===== src/rtl/pdp8_iot_pkg.sv =====
// Shared constants, TX state type and IOT decode helper for the PDP-8/I
// negative-bus character device responder.
package pdp8_iot_pkg;

    localparam logic [2:0] IOT_OPCODE = 3'b110;

    // Field positions in PDP bit numbering (bit 0 is the MSB).
    localparam int OP_MSB   = 0;
    localparam int OP_LSB   = 2;
    localparam int DEV_MSB  = 3;
    localparam int DEV_LSB  = 8;
    localparam int DATA_MSB = 4;
    localparam int DATA_LSB = 11;

    typedef enum logic [1:0] {
        IDLE,
        SEND,
        DONE
    } tx_state_e;

    function automatic logic iot_hit(input logic [0:11] mb, input logic [5:0] code);
        return (mb[OP_MSB:OP_LSB] == IOT_OPCODE) && (mb[DEV_MSB:DEV_LSB] == code);
    endfunction

endpackage


===== src/rtl/iop_sync.sv =====
// Two-flop synchronizer plus rising-edge detector for one BIOP line.
module iop_sync (
    input  logic clk,
    input  logic rst_n,
    input  logic iop,
    output logic level,
    output logic rise
);

    logic meta_p0;
    logic sync_p1;
    logic prev_p2;

    always_ff @(posedge clk) begin
        if (!rst_n) begin
            meta_p0 <= 1'b0;
            sync_p1 <= 1'b0;
            prev_p2 <= 1'b0;
        end else begin
            meta_p0 <= iop;
            sync_p1 <= meta_p0;
            prev_p2 <= sync_p1;
        end
    end

    assign level = sync_p1;
    assign rise  = sync_p1 & ~prev_p2;

endmodule


===== src/rtl/iot_char_responder.sv =====
// PDP-8/I negative I/O bus responder for a two-code character device:
// KSF/KCC/KRS on DEV_CODE, TSF/TCF/TPC on DEV_CODE+1.
module iot_char_responder
    import pdp8_iot_pkg::*;
#(
    parameter logic [5:0] DEV_CODE = 6'o03
) (
    input  logic        clk,
    input  logic        rst_n,
    input  logic [0:11] bmb,
    input  logic [0:11] bac,
    input  logic        biop1,
    input  logic        biop2,
    input  logic        biop4,
    output logic [0:11] io_data,
    output logic        io_skip,
    output logic        io_ac_clear,
    output logic        int_rq,
    input  logic [7:0]  rx_data,
    input  logic        rx_valid,
    output logic        rx_ready,
    output logic [7:0]  tx_data,
    output logic        tx_valid,
    input  logic        tx_ready
);

    localparam logic [5:0] OUT_CODE = DEV_CODE + 6'd1;

    logic lvl1, lvl2, lvl4;
    logic rise1, rise2, rise4;

    iop_sync u_sync1 (.clk(clk), .rst_n(rst_n), .iop(biop1), .level(lvl1), .rise(rise1));
    iop_sync u_sync2 (.clk(clk), .rst_n(rst_n), .iop(biop2), .level(lvl2), .rise(rise2));
    iop_sync u_sync4 (.clk(clk), .rst_n(rst_n), .iop(biop4), .level(lvl4), .rise(rise4));

    logic in_hit, out_hit;
    logic ksf, kcc, krs, tsf, tcf, tpc;

    assign in_hit  = iot_hit(bmb, DEV_CODE);
    assign out_hit = iot_hit(bmb, OUT_CODE);

    assign ksf = rise1 & in_hit;
    assign kcc = rise2 & in_hit;
    assign krs = rise4 & in_hit;
    assign tsf = rise1 & out_hit;
    assign tcf = rise2 & out_hit;
    assign tpc = rise4 & out_hit;

    logic unused_fields;
    assign unused_fields = ^{bmb[9:11], bac[0:3]};

    // ---------------- receive side ----------------
    logic       rx_flag;
    logic [7:0] rx_buf;
    logic       rx_take;

    // Holding ready low during KCC keeps a simultaneous byte for the next cycle.
    assign rx_ready = ~rx_flag & ~kcc;
    assign rx_take  = rx_valid & rx_ready;

    always_ff @(posedge clk) begin
        if (!rst_n) begin
            rx_flag <= 1'b0;
            rx_buf  <= 8'h00;
        end else if (kcc) begin
            rx_flag <= 1'b0;
        end else if (rx_take) begin
            rx_flag <= 1'b1;
            rx_buf  <= rx_data;
        end
    end

    // ---------------- bus responses ----------------
    always_ff @(posedge clk) begin
        if (!rst_n) begin
            io_skip     <= 1'b0;
            io_ac_clear <= 1'b0;
            io_data     <= 12'o0000;
        end else begin
            if (ksf)
                io_skip <= rx_flag;
            else if (tsf)
                io_skip <= tx_flag;
            else if (!lvl1)
                io_skip <= 1'b0;

            if (kcc)
                io_ac_clear <= 1'b1;
            else if (!lvl2)
                io_ac_clear <= 1'b0;

            if (krs)
                io_data <= {4'b0000, rx_buf};
            else if (!lvl4)
                io_data <= 12'o0000;
        end
    end

    // ---------------- transmit side ----------------
    tx_state_e  state, state_nxt;
    logic       tx_flag;
    logic [7:0] tx_buf;
    logic       tpc_go;
    logic       tpc_p1;
    logic       done_p1;

    // TPC only loads when the transmitter is idle and no start is pending.
    assign tpc_go = tpc & (state == IDLE) & ~tpc_p1;

    always_ff @(posedge clk) begin
        if (!rst_n)
            state <= IDLE;
        else
            state <= state_nxt;
    end

    always_comb begin
        state_nxt = state;
        tx_valid  = 1'b0;
        case (state)
            IDLE: begin
                if (tpc_p1)
                    state_nxt = SEND;
            end
            SEND: begin
                tx_valid = 1'b1;
                if (tx_ready)
                    state_nxt = DONE;
            end
            DONE: begin
                state_nxt = IDLE;
            end
            default: begin
                state_nxt = IDLE;
            end
        endcase
    end

    always_ff @(posedge clk) begin
        if (!rst_n) begin
            tpc_p1  <= 1'b0;
            done_p1 <= 1'b0;
            tx_buf  <= 8'h00;
            tx_flag <= 1'b0;
        end else begin
            tpc_p1  <= tpc_go;
            done_p1 <= (state == DONE);
            if (tpc_go)
                tx_buf <= bac[DATA_MSB:DATA_LSB];
            // Completion set has priority over a coincident TCF.
            if (done_p1)
                tx_flag <= 1'b1;
            else if (tcf)
                tx_flag <= 1'b0;
        end
    end

    assign tx_data = tx_buf;
    assign int_rq  = rx_flag | tx_flag;

endmodule


===== config.mk =====
export PLATFORM = sky130hd
export DESIGN_NAME = iot_char_responder
export DESIGN_NICKNAME = d
export VERILOG_FILES = /design/src/rtl/pdp8_iot_pkg.sv /design/src/rtl/iop_sync.sv /design/src/rtl/iot_char_responder.sv
export SDC_FILE = /design/constraint.sdc
export NUM_CORES = 1
export LEC_CHECK = 0
export BUFFER_PORTS_ARGS = -buffer_cell sky130_fd_sc_hd__buf_2
export CAP_MARGIN = 25
export CORE_MARGIN = 5
export CORE_UTILIZATION = 51
export DETAILED_ROUTE_END_ITERATION = 12
export PLACE_DENSITY = 0.84
export SKIP_LAST_GASP = 1
export SYNTH_ARGS = -nofsm -noshare
export SYNTH_HDL_FRONTEND = slang
export SYNTH_SLANG_ARGS = --single-unit

===== constraint.sdc =====
create_clock -name clk -period 3.1 [get_ports clk]
set_input_delay 0.155 -clock clk [delete_from_list [all_inputs] [get_ports clk]]
set_output_delay 0.155 -clock clk [all_outputs]
set_load 0.005 [all_outputs]

==> results of run 1 <==
==> flip-flops by register name, summed over array words and instances (netlist names), 2 cells and up <==
name     count
io_data      8
rx_buf       8
state        2
tx_data      8
==> power breakdown <==
| group | switching (W) | internal, W | leakage (nW) |
|---|---|---|---|
| clock network | 0.000150 | 0.0000788 | 0.0269 |
| logic | 0.0000299 | 0.0000311 | 0.593 |
| registers | 0.00000523 | 0.000539 | 0.333 |
| total | 0.000185 | 0.000648 | 0.953 |
==> critical path: stages, from the launching register on <==
cell	delay, ps
dfxtp_1	570
nand3b_1	470
mux2i_1	230
==> cells in the mapped netlist <==
cell type  count
and2_1        10
dfxtp_1       41
o211a_1        1
buf_4          4
inv_1          1
conb_1         1
o211ai_1       1
nand3b_1       2
or2_2          1
o21bai_1       1
o21ai_0        2
and3_1         1
a211o_1        2
o21a_1         1
buf_2          2
and3b_1        2
nand2_1       33
clkbuf_1       7
buf_6          2
nor2b_1        3
and4bb_1       1
and2b_1        1
a21oi_1        2
nor2_1         4
nand3_1        9
nor3_1         1
nand2b_1       1
mux2i_1       24
nor3b_1        3
==> final cells by class <==
class	instances	area, sq um
Tap cell	44	55.1
Clock inverter	1	5.00
Clock buffer	5	37.5
Sequential cell	41	821
Fill cell	267	1130
Inverter	1	3.75
Timing Repair Buffer	55	288
Multi-Input combinational cell	110	689
==> worst paths after layout <==
| kind | from | end | slack (ps) | cells after the start |
|---|---|---|---|---|
| setup / recovery | u_sync4.level | io_data[8] | 1710 | 2 |
| hold / removal | biop4 | u_sync4.meta_p0 | 20 | 2 |
| setup reg to reg | u_sync4.level | io_data[8] | 1710 | 2 |
| hold reg to reg | u_sync1.meta_p0 | u_sync1.level | 440 | 1 |
==> metal layers <==
| layer | up-vias | part of all wire (%) |
|---|---|---|
| met2 | 37 | 48 |
| met1 | 537 | 43 |
| met3 | 2 | 8.2 |
| met5 | - | 0 |
| met4 | 0 | 0.68 |
| li1 | 633 | - |
==> through the flow <==
stage	power [W]	util [%]	setup slack (ps)	hold WS, ps	area (sq um)
after floorplan	0.000595	-	1790	282	1600
after global placement	0.000614	60.7	1450	365	1840
after detailed placement	0.000616	60.7	1440	364	1840
after CTS	0.000846	62.1	1700	2.06	1880
after global routing	0.000888	62.7	1510	8.27	1900
final	0.000834	62.7	1710	24.1	1900
==> what timing repair did <==
item / 4_1_cts / 5_1_grt
setup endpoints to repair: 0 / 0
endpoints found under the hold margin: 0 / 2
hold buffers: 0 / 2
==> kinds of logic after synthesis <==
group           after synthesis  share of synthesized area, %
simple gates                 72                          22.9
flops                        41                          51.6
mux                          24                          15.1
buf+inv                      16                          5.82
compound gates               10                          4.40
other cells                   1                         0.236
==> results.json, run 1 <==
{
  "status": "finished, final reports clean",
  "relSlewSlack_pct": 45.2,
  "drv_slew": 0,
  "grt_max_degree": 55,
  "die_h_um": 65.9,
  "tightest_slew_ps": 823,
  "setup_tns_ps": 0,
  "hold_violations": 0,
  "ys_seq_area_share_pct": 51.6,
  "yosysUniqueCellTypes": 29,
  "antenna_cells": 0,
  "crit_path_end_kind": "register",
  "min_period_ps": 1390,
  "top_usage_layer": "met2",
  "min_path_type": "in -> reg",
  "overflow": 0,
  "dr.pass1.iters": 4,
  "final_common_cell": "buf_2",
  "ir_drop_uv": 263,
  "fin_cells": 257,
  "grt_pass1_wl_um": 5120,
  "use_met1_pct": 17.3,
  "drt_iter0_markers": 49,
  "synthesis.area_sq_um": 1590,
  "layout_common_cells": "52 x buf_2, 41 x dfxtp_1, 33 x nand2_1",
  "dp_hpwl_um": 2170,
  "cp_max_fo": 11,
  "fin_skew_ps": 4.01,
  "post-route-period-util_pct": 44.7,
  "arrival_ps": 1590,
  "die_width_um": 65.9,
  "place_congestion": 0.690,
  "clock-sinks": 41,
  "drc": 0,
  "setup_viol": 0,
  "vias": 1209,
  "cts_tree": "done",
  "die_area_sq_um": 4340,
  "fmax_mhz": 721,
  "fin_nets": 253,
  "cts_resized": 0,
  "post-cts-setup-buffer-count": 0,
  "rsz0062_at_grt": "false",
  "wl_per_cell_um": 11.5,
  "maxCapViolations": 0,
  "areaGrowthSynthToFinish_pct": 19.3,
  "numPortBuffers": 52,
  "leakage_nw": 0.953,
  "placed_cells": 249,
  "cts_root_buffer": "clkbuf_4",
  "worstSkewPairLatency_ps": 330,
  "use_met2_pct": 25.2,
  "ys_ff_latch": 41,
  "cts.reportedPaths.clkPinSlew_ps": 100,
  "synth_top_area_share_pct": 51.6,
  "antenna_found_initial": 0,
  "htree_levels": 2,
  "start_kind": "register",
  "core-area_sq_um": 3030,
  "vias_per_cell": 4.70,
  "critPathKind": "reg -> reg",
  "cts_buffers": 5,
  "postRouteAntennaNets": 0,
  "synth_area_leaders": "dfxtp_1 52%, mux2i_1 15%, nand2_1 7.8%",
  "cellPowerDensity_nw_per_um2": 439,
  "synth_cells": 164,
  "rows": 20,
  "start_util_pct": 52.6,
  "yosysWarnings": 0,
  "cts_buffer_depth": 2,
  "grt_pass1_vias": 1201,
  "syn_avg_cell_area_sq_um": 9.70,
  "ios": 64,
  "layout-drive-gt1-share_pct": 28.2,
  "synth_top_area_cell": "dfxtp_1",
  "wirelength_um": 2940,
  "grtUsageTotal_pct": 15.6,
  "worstPathRequired_ps": 3310,
  "grt_use_met3_pct": 7.99
}
Power figures use the tool's default switching activity.
==> inputs of run 2 (changes only) <==
--- a/config.mk
+++ b/config.mk
@@ -8,9 +8,9 @@
 export BUFFER_PORTS_ARGS = -buffer_cell sky130_fd_sc_hd__buf_2
 export CAP_MARGIN = 25
 export CORE_MARGIN = 5
-export CORE_UTILIZATION = 51
+export CORE_UTILIZATION = 42
 export DETAILED_ROUTE_END_ITERATION = 12
-export PLACE_DENSITY = 0.84
+export PLACE_DENSITY = 0.74
 export SKIP_LAST_GASP = 1
 export SYNTH_ARGS = -nofsm -noshare
 export SYNTH_HDL_FRONTEND = slang
==> constraint.sdc (replaced) <==
create_clock -name clk -period 1.2 [get_ports clk]
set_input_delay 0.06 -clock clk [delete_from_list [all_inputs] [get_ports clk]]
set_output_delay 0.06 -clock clk [all_outputs]
set_load 0.005 [all_outputs]
==> results.json, run 2 (synthesized netlist as in run 1, its figures left out) <==
{
  "status": "finished, final reports clean",
  "rr_worst_depth": 5,
  "hold_depth": 3,
  "start_util_pct": 43.5,
  "drt_iter0_markers": 51,
  "rrSetupSlack_ps": 2,
  "grt_pass1_vias": 1220,
  "layout-drive-gt1-share_pct": 34.4,
  "areaGrowthSynthToFinish_pct": 30.7,
  "n_fill_cell": 338,
  "drc": 0,
  "layout_common_cells": "53 x buf_2, 39 x dfxtp_1, 33 x nand2_1",
  "wl_met2_um": 1430,
  "cts_tree": "done",
  "finish.utilization_pct": 56.8,
  "vias_per_cell": 4.56,
  "grtUsageTotal_pct": 12.5,
  "die_area_sq_um": 5120,
  "antenna_found_initial": 0,
  "cts_buffer_depth": 2,
  "p_total_w": 0.00241,
  "overflow": 0,
  "fin_nets": 265,
  "cts_root_buffer": "clkbuf_8",
  "dp_hpwl_um": 2260,
  "fin_skew_ps": 2.86,
  "cellPowerDensity_nw_per_um2": 1160,
  "htree_levels": 2,
  "leakage_nw": 1.03,
  "core-area_sq_um": 3660,
  "vias": 1254,
  "hp-start": "tx_ready",
  "regToRegEndpoint": "tx_data[3]",
  "die_h_um": 71.6,
  "wl_per_cell_um": 11.2,
  "numPortBuffers": 52,
  "rsz0062_at_grt": "true",
  "final_common_cell": "buf_2",
  "hold_violations": 0,
  "place_congestion": 0.714,
  "clock-sinks": 41,
  "dr.pass1.iters": 4,
  "min_period_ps": 1200,
  "ir_drop_uv": 655,
  "fin_cells": 275,
  "grt_max_degree": 34,
  "worstPathRequired_ps": 1410,
  "reg2reg_from": "tpc_p1",
  "critPathKind": "reg -> reg",
  "die_width_um": 71.6,
  "placed_cells": 262,
  "fin_ws_ps": 1.87,
  "fmax_mhz": 835,
  "wirelength_um": 3080,
  "setup_viol": 0,
  "postRouteAntennaNets": 0,
  "crit_path_end_kind": "register",
  "grt_pass1_wl_um": 5110,
  "start_kind": "register",
  "worstHoldEndpoint": "state[1]",
  "wl_met3_um": 334,
  "wl_met1_um": 1280,
  "cts_buffers": 5,
  "drv_slew": 0,
  "top_layer_used": "met4",
  "worstSkewPairLatency_ps": 280,
  "cp_max_fo": 5,
  "min_path_type": "in -> reg",
  "maxCapViolations": 0,
  "cts.reportedPaths.clkPinSlew_ps": 70,
  "ios": 64,
  "antenna_cells": 0,
  "place_ws_ps": -178,
  "arrival_ps": 1410,
  "post-route-period-util_pct": 99.8,
  "rows": 22
}
[run 2: changes by cell type in the layout (fill, tap and decap cells not counted), moves of 2 or more]
cell,change
dfxtp_2,+2
clkbuf_8,+5
buf_4,+9
clkbuf_1,+3
clkbuf_4,-5
dfxtp_1,-2
[run 2: per-stage QoR]
step	hold WS (ps)	setup TNS [ps]	cell area (sq um)
after floorplan	187	0	1600
after global placement	271	-2170	1920
after detailed placement	274	-3460	1920
after CTS	11.2	-9.17	2030
after global routing	12.2	-569	2080
final	10.5	0	2080
[run 2: worst max path at each step]
stage	slack, ps	end	cells past startpoint	startpoint
after detailed placement	-180	rx_buf[2]	5	bmb[2]
after floorplan	10	rx_buf[0]	6	bmb[2]
after global placement	-130	rx_buf[2]	5	bmb[2]
final	2	tx_data[3]	5	tpc_p1
after global routing	-80	tx_data[6]	5	tpc_p1
after CTS	-9	tx_data[3]	5	state[0]
[run 2: layer usage]
metal,global-route usage [%],vias to the layer above
met5,0,-
met4,3.76,0
met3,7.29,4
met2,19.8,37
met1,14.1,554
li1,-,659
[run 2: area by class of cell]
type	instances	area, sq um	area share (%)
clock buffers	8	80.1	3.85
inverters	1	3.75	0.181
multi-input cells	110	722	34.7
flip-flops and latches	41	823	39.6
well taps	48	60.1	2.89
repair buffers	67	390	18.8
[run 2: critical path, cell delays in order, from the launching register on]
cell and delay (ps):
dfxtp_2 330, nor2_4 100, nand3b_1 100, nor3_2 230
buf_4 190, mux2i_1 180
[run 2: power by group]
group          switching [W]  internal [W]
combinational      0.0000854     0.0000968
clock               0.000410      0.000413
sequential         0.0000116       0.00139
[run 2: timing repair]
action / 4_1_cts / 5_1_grt
hold buffers: 3 / 0
buffers inserted: 0 / 1
gates resized for setup: 1 / 10
pin swaps: 0 / 4
endpoints found under the hold margin: 3 / 0
gates cloned: 0 / 1
setup endpoints to repair: 9 / 12
